### config.mk
export PLATFORM = sky130hd
export DESIGN_NAME = mdu_iter
export DESIGN_NICKNAME = d
export VERILOG_FILES = /design/src/rtl/mdu_iter_pkg.sv /design/src/rtl/mdu_fixup.sv /design/src/rtl/mdu_iter.sv
export SDC_FILE = /design/constraint.sdc
export NUM_CORES = 1
export LEC_CHECK = 0
export ABC_AREA = 0
export ABC_CLOCK_PERIOD_IN_PS = 11400
export BUFFER_PORTS_ARGS = -buffer_cell sky130_fd_sc_hd__buf_2
export CELL_PAD_IN_SITES_DETAIL_PLACEMENT = 1
export CELL_PAD_IN_SITES_GLOBAL_PLACEMENT = 2
export CORE_MARGIN = 2
export CORE_UTILIZATION = 39
export CTS_BUF_LIST = sky130_fd_sc_hd__clkbuf_16
export CTS_CLUSTER_SIZE = 40
export DETAILED_ROUTE_END_ITERATION = 7
export GPL_ROUTABILITY_DRIVEN = 0
export PLACE_DENSITY = 0.85
export REMOVE_ABC_BUFFERS = 1
export SLEW_MARGIN = 15
export SYNTH_ARGS = -nofsm -noshare
export SYNTH_HDL_FRONTEND = slang
export SYNTH_SLANG_ARGS = --single-unit
### constraint.sdc
create_clock -name clk -period 11.4 [get_ports clk]
set_clock_uncertainty 0.15 [all_clocks]
set_input_delay 1.14 -clock clk [delete_from_list [all_inputs] [get_ports clk]]
set_output_delay 1.14 -clock clk [all_outputs]
set_load 0.005 [all_outputs]
### src/rtl/mdu_iter_pkg.sv
// Shared definitions for the iterative RV32M multiply/divide unit.
package mdu_iter_pkg;

    localparam int unsigned MDU_XLEN    = 32;
    localparam int unsigned MDU_DIV_BIT = 2;

    typedef enum logic [2:0] {
        OP_MUL    = 3'd0,
        OP_MULH   = 3'd1,
        OP_MULHSU = 3'd2,
        OP_MULHU  = 3'd3,
        OP_DIV    = 3'd4,
        OP_DIVU   = 3'd5,
        OP_REM    = 3'd6,
        OP_REMU   = 3'd7
    } mdu_op_t;

    typedef enum logic [1:0] {
        ST_IDLE = 2'd0,
        ST_CALC = 2'd1,
        ST_DONE = 2'd2
    } mdu_state_t;

    function automatic logic op_signed_a(input mdu_op_t op);
        return op inside {OP_MULH, OP_MULHSU, OP_DIV, OP_REM};
    endfunction

    function automatic logic op_signed_b(input mdu_op_t op);
        return op inside {OP_MULH, OP_DIV, OP_REM};
    endfunction

endpackage

### src/rtl/mdu_fixup.sv
// Conditional two's-complement of a {hi, lo} pair: either the full 2*XLEN
// value or each half independently. Used for operand magnitudes and result signs.
module mdu_fixup
    import mdu_iter_pkg::*;
#(
    parameter int unsigned XLEN = MDU_XLEN
) (
    input  logic [2*XLEN-1:0] i_val,
    input  logic              i_neg_wide,
    input  logic              i_neg_hi,
    input  logic              i_neg_lo,
    output logic [2*XLEN-1:0] o_val
);

    logic [XLEN-1:0] w_hi;
    logic [XLEN-1:0] w_lo;

    assign w_hi = i_val[2*XLEN-1:XLEN];
    assign w_lo = i_val[XLEN-1:0];

    always_comb begin
        o_val = i_val;
        if (i_neg_wide) begin
            o_val = -i_val;
        end else begin
            o_val = {(i_neg_hi ? -w_hi : w_hi), (i_neg_lo ? -w_lo : w_lo)};
        end
    end

endmodule

### src/rtl/mdu_iter.sv
// Iterative RV32M multiply/divide unit with valid/ready request and response.
// Define MDU_FAST_MUL_EN for single-cycle multiplies through a combinational product.
module mdu_iter
    import mdu_iter_pkg::*;
#(
    parameter int unsigned XLEN = MDU_XLEN
) (
    input  logic            clk,
    input  logic            rst,
    input  logic            in_valid,
    output logic            in_ready,
    input  logic [2:0]      in_op,
    input  logic [XLEN-1:0] in_a,
    input  logic [XLEN-1:0] in_b,
    input  logic            kill,
    output logic            out_valid,
    input  logic            out_ready,
    output logic [XLEN-1:0] out_result
);

    localparam int unsigned W2    = 2 * XLEN;
    localparam int unsigned CNT_W = $clog2(XLEN);
    localparam logic [XLEN-1:0] INT_MIN = {1'b1, {(XLEN-1){1'b0}}};

    mdu_state_t       r_state, w_state_nxt;
    mdu_op_t          r_op, w_op;
    logic [CNT_W-1:0] r_cnt;
    logic [W2-1:0]    r_acc, w_acc_nxt, w_mag, w_fix_val;
    logic [XLEN-1:0]  r_opb, r_result, w_short_res, w_fix_res;
    logic             r_neg_a, r_neg_b, r_in_ready, r_out_valid;
    logic             w_accept, w_last, w_is_div, w_neg_a, w_neg_b;
    logic             w_div0, w_ovf, w_short, w_fix_wide, w_fix_hi, w_fix_lo;
    logic [XLEN:0]    w_sum, w_mul_hi, w_rs, w_diff;

    assign w_op     = mdu_op_t'(in_op);
    assign w_is_div = in_op[MDU_DIV_BIT];
    assign w_neg_a  = op_signed_a(w_op) & in_a[XLEN-1];
    assign w_neg_b  = op_signed_b(w_op) & in_b[XLEN-1];
    assign w_div0   = w_is_div && (in_b == '0);
    assign w_ovf    = ((w_op == OP_DIV) || (w_op == OP_REM)) && (in_a == INT_MIN) && (in_b == '1);

    mdu_fixup #(.XLEN(XLEN)) u_fix_in (
        .i_val      ({in_a, in_b}),
        .i_neg_wide (1'b0),
        .i_neg_hi   (w_neg_a),
        .i_neg_lo   (w_neg_b),
        .o_val      (w_mag)
    );

`ifdef MDU_FAST_MUL_EN
    logic [W2-1:0] w_prod;
    assign w_prod = {{XLEN{w_neg_a}}, in_a} * {{XLEN{w_neg_b}}, in_b};
`endif

    // Requests that complete without iterating
    always_comb begin
        w_short     = w_div0 || w_ovf;
        w_short_res = '0;
        if (w_div0) begin
            w_short_res = in_op[1] ? in_a : '1;
        end else if (w_ovf) begin
            w_short_res = in_op[1] ? '0 : INT_MIN;
        end
`ifdef MDU_FAST_MUL_EN
        if (!w_is_div) begin
            w_short     = 1'b1;
            w_short_res = (w_op == OP_MUL) ? w_prod[XLEN-1:0] : w_prod[W2-1:XLEN];
        end
`endif
    end

    // One shift-add (multiply) or restoring-subtract (divide) step
    always_comb begin
        w_sum    = {1'b0, r_acc[W2-1:XLEN]} + {1'b0, r_opb};
        w_mul_hi = r_acc[0] ? w_sum : {1'b0, r_acc[W2-1:XLEN]};
        w_rs     = {r_acc[W2-1:XLEN], r_acc[XLEN-1]};
        w_diff   = w_rs - {1'b0, r_opb};
        if (!r_op[MDU_DIV_BIT]) begin
            w_acc_nxt = {w_mul_hi, r_acc[XLEN-1:1]};
        end else if (w_diff[XLEN]) begin
            w_acc_nxt = {w_rs[XLEN-1:0], r_acc[XLEN-2:0], 1'b0};
        end else begin
            w_acc_nxt = {w_diff[XLEN-1:0], r_acc[XLEN-2:0], 1'b1};
        end
    end

    // Divide keeps {remainder, quotient}; remainder follows dividend sign
    assign w_fix_wide = !r_op[MDU_DIV_BIT] && (r_neg_a ^ r_neg_b);
    assign w_fix_hi   = r_op[MDU_DIV_BIT] && r_neg_a;
    assign w_fix_lo   = r_op[MDU_DIV_BIT] && (r_neg_a ^ r_neg_b);

    mdu_fixup #(.XLEN(XLEN)) u_fix_out (
        .i_val      (w_acc_nxt),
        .i_neg_wide (w_fix_wide),
        .i_neg_hi   (w_fix_hi),
        .i_neg_lo   (w_fix_lo),
        .o_val      (w_fix_val)
    );

    assign w_fix_res = r_op[MDU_DIV_BIT]
                     ? (r_op[1] ? w_fix_val[W2-1:XLEN] : w_fix_val[XLEN-1:0])
                     : ((r_op == OP_MUL) ? w_fix_val[XLEN-1:0] : w_fix_val[W2-1:XLEN]);

    always_comb begin
        w_state_nxt = r_state;
        w_accept    = 1'b0;
        w_last      = 1'b0;
        unique case (r_state)
            ST_IDLE: begin
                if (in_valid && !kill) begin
                    w_accept    = 1'b1;
                    w_state_nxt = w_short ? ST_DONE : ST_CALC;
                end
            end
            ST_CALC: begin
                if (r_cnt == CNT_W'(XLEN - 1)) begin
                    w_last      = !kill;
                    w_state_nxt = ST_DONE;
                end
            end
            ST_DONE: begin
                if (out_ready) begin
                    w_state_nxt = ST_IDLE;
                end
            end
            default: w_state_nxt = ST_IDLE;
        endcase
        if (kill) begin
            w_state_nxt = ST_IDLE;
        end
    end

    always_ff @(posedge clk) begin
        if (rst) begin
            r_state     <= ST_IDLE;
            r_in_ready  <= 1'b1;
            r_out_valid <= 1'b0;
        end else begin
            r_state     <= w_state_nxt;
            r_in_ready  <= (w_state_nxt == ST_IDLE);
            r_out_valid <= (w_state_nxt == ST_DONE);
        end
    end

    always_ff @(posedge clk) begin
        if (rst) begin
            r_cnt    <= '0;
            r_op     <= OP_MUL;
            r_neg_a  <= 1'b0;
            r_neg_b  <= 1'b0;
            r_acc    <= '0;
            r_opb    <= '0;
            r_result <= '0;
        end else if (kill) begin
            r_cnt <= '0;
        end else if (w_accept) begin
            r_cnt   <= '0;
            r_op    <= w_op;
            r_neg_a <= w_neg_a;
            r_neg_b <= w_neg_b;
            r_acc   <= {{XLEN{1'b0}}, (w_is_div ? w_mag[W2-1:XLEN] : w_mag[XLEN-1:0])};
            r_opb   <= w_is_div ? w_mag[XLEN-1:0] : w_mag[W2-1:XLEN];
            if (w_short) begin
                r_result <= w_short_res;
            end
        end else if (r_state == ST_CALC) begin
            r_acc <= w_acc_nxt;
            r_cnt <= r_cnt + CNT_W'(1);
            if (w_last) begin
                r_result <= w_fix_res;
            end
        end
    end

    assign in_ready   = r_in_ready;
    assign out_valid  = r_out_valid;
    assign out_result = r_result;

endmodule

==> reports/results.tsv <==
metric	value	unit
finalNetCount	2314	
drive_above_1_share	10.6	%
timing.final.crit_period	5.94	ns
clock-sinks	142	
grt_pass1_vias	16900	
cp_top_family	compound AO/OA/AOI/OAI gates	
crit_fanout	18	
worstSetupPathType	reg -> reg	
viasPerCell	6.32	
setup_viol	0	
synth_edf_count	0	
ctsHtreeMaxLevel	4	
slowest_delay	0.63	ns
status	finished clean	
rsz0062_at_grt	false	
powerDensity	104	mW/mm2
die_h	202	um
swShare	38.5	%
power_frac_comb	33.2	%
diodes	0	
start_util	39.5	%
holdBufCountCts	0	
post_cts_buffers	0	
coreArea	0.0386	mm2
io_buffers	105	
hold_viol	0	
grt_pass1_wl	102000	um
worst_ep_required_time	11.61	ns
postSynthCellCount	2156	
antenna_found_initial	0	
maxCapViolCount	0	
async_reset_ff_share	0	%
num_io_pins	106	
p_int	0.00106	W
multi_input_area	0.0116	mm2
grt_max_degree	77	
first_pass_iters	5	
vdd_drop_max	0.116	mV
grt_usage	32.1	%
drcViolationCount	0	
slew_headroom	26.7	%
seqCellArea	0.00285	mm2
hp-class	reg -> reg	
drt_iter0_markers	1446	
clkTransAtPathRegs	0.07	ns
synth_flop_cell	dfxtp_1	
fill_cells	4948	
whs	0.340	ns
end_kind	register	
synth_top_cell_by_area	dfxtp_1	
power_frac_seq	30.8	%
ant_nets	0	
die_w	202	um
fin_util	43.1	%
rrSetupSlack	5.46	ns
cp.arrival	6.15	ns
ys_types	106	
slowest_stage	o41ai_4	
start_kind	register	
grt.overflow.total	0	
clock_power_share	36.0	%
synth.cell_area	0.0152	mm2
dieArea	0.0407	mm2
placementRows	72	
critPathBufInv	2	
syn_to_final_growth	9.21	%
clock_latency	0.47	ns
path_cells	inv_1 -> ha_1 -> nand4_1 -> nor3_2 -> nor4b_2 -> a21bo_1 -> a21oi_4 -> nor2_2 -> buf_4 -> a21oi_1 -> ha_1 -> nand2_1 -> nor2_1 -> nand2b_4 -> o41ai_4 -> nand4_1 -> or4_1 -> a41o_1 -> a31o_1	
cts_tree	yes	
cts-root-buf	clkbuf_16	
max_freq	168	MHz
p_leak	6.29	nW
cts_resized	0	
p_sw	0.000665	W
place_hpwl	50900	um
routed_wl	65900	um
synth_top_area_share	18.7	%
worst_pin_slew	1.10	ns
via_count	17100	
yosysWarnings	0	
synth_seq_area_share	18.7	%
ys_seq_elements	142	
syn_area_per_cell	7.06	um2
period_share	52.1	%
setup_tns	0	ns
numCtsBuffers	17	
clk_path_buf_depth	2	
wl_per_cell	24.4	um
maxSlewViolCount	0	
synth_area_leaders	dfxtp_1, a21oi_1, nor2_1	
-- sequential cells by signal, indices dropped and copies added, names as in the netlist --
name        cells
in_ready        1
out_result     32
out_valid       1
r_acc          64
r_cnt           5
r_neg_a         1
r_neg_b         1
r_op            3
r_opb          32
r_state         2
-- metrics by stage --
stage / worst slack, ns / power (W) / cells / instance area, um2
6_report: 5.46 / 0.00173 / 2700 / 16600
5_1_grt: 5.00 / 0.00180 / 2700 / 16600
4_1_cts: 5.53 / 0.00172 / 2700 / 16600
3_5_place_dp: 5.57 / 0.00110 / 2668 / 16000
3_3_place_gp: 5.84 / 0.00109 / 2668 / 16000
2_1_floorplan: 5.08 / 0.000903 / 2022 / 14600
-- metal layers --
metal	track usage [%]	vias to the layer above	routed length, um
met5	0	-	0
met4	11.2	0	2080
met2	52.3	581	30400
met3	3.77	114	3750
met1	43.7	8423	29700
li1	-	7958	-
-- power by group through the flow --
stage | logic (W) | clock network, W | registers, W
after detailed placement | 0.000557 | 0 | 0.000542
after global placement | 0.000549 | 0 | 0.000541
after CTS | 0.000563 | 0.000628 | 0.000531
final | 0.000574 | 0.000623 | 0.000531
after floorplan | 0.000363 | 0 | 0.000540
after global routing | 0.000621 | 0.000645 | 0.000533
-- final cells by class --
cell class                 count  share of cell area, %
tap                          518                   3.90
sequential                   142                   17.1
clock inverter                15                   1.17
multi-input combinational   1809                   69.5
clock buffer                  17                   2.56
inverter                      71                   1.60
timing repair buffer         128                   4.21
-- worst paths after layout --
check	startpoint	end	cells past startpoint
hold reg to reg	r_opb[24]	r_opb[24]	2
setup / recovery	r_opb[30]	out_result[30]	19
setup reg to reg	r_opb[30]	out_result[30]	19
hold / removal	r_opb[24]	r_opb[24]	2
-- worst min-delay path, cell delays in order, from the launching register on --
cell and delay (ns):
dfxtp_1 0.33, nand2_1 0.06, a21oi_1 0.05
-- cell usage in the layout, fill, tap and decap left out, types with 33 or more instances in the layout --
cell type | netlist | final
nor2_1 | 249 | 249
dfxtp_1 | 142 | 141
ha_1 | 71 | 71
xor2_1 | 88 | 88
buf_2 | 24 | 104
xnor2_1 | 69 | 68
a211oi_1 | 50 | 50
nand2_1 | 208 | 208
nand4_1 | 33 | 33
a31oi_1 | 48 | 48
inv_1 | 67 | 69
nand3_1 | 40 | 39
o211ai_1 | 71 | 71
nor3_1 | 65 | 65
a21oi_1 | 211 | 211
mux2i_1 | 69 | 69
o21ai_0 | 166 | 166
-- kinds of logic (layout without fill, tap and decap cells) --
| family | count (synthesis) | count (layout) | share of synthesized area (%) |
|---|---|---|---|
| buf+inv | 205 | 231 | 5.68 |
| mux | 71 | 71 | 4.68 |
| xor+xnor | 157 | 157 | 9.03 |
| fa+ha+maj | 73 | 73 | 6.09 |
| simple gates | 742 | 742 | 23.0 |
| compound gates | 766 | 766 | 32.8 |
| flops | 142 | 142 | 18.7 |
-- synthesized netlist by cell type (7+ instances only) --
| cell type | n |
|---|---|
| nor2_1 | 249 |
| a21oi_1 | 211 |
| nand2_1 | 208 |
| o21ai_0 | 166 |
| dfxtp_1 | 142 |
| xor2_1 | 88 |
| clkbuf_1 | 83 |
| ha_1 | 71 |
| o211ai_1 | 71 |
| mux2i_1 | 69 |
| xnor2_1 | 69 |
| inv_1 | 67 |
| nor3_1 | 65 |
| a211oi_1 | 50 |
| a31oi_1 | 48 |
| nand3_1 | 40 |
| nand4_1 | 33 |
| a21o_1 | 25 |
| a22oi_1 | 25 |
| buf_2 | 24 |
| or3_1 | 23 |
| nor4_1 | 21 |
| nand2b_1 | 17 |
| buf_1 | 16 |
| o21a_1 | 16 |
| o21ai_1 | 16 |
| o31ai_1 | 15 |
| and2_1 | 14 |
| and3_1 | 10 |
| nor2b_1 | 10 |
| a21boi_0 | 8 |
| o2111ai_1 | 8 |
| o41ai_1 | 8 |
| or4_1 | 8 |
| buf_6 | 7 |
| or2_2 | 7 |
Power figures use the tool's default switching activity.
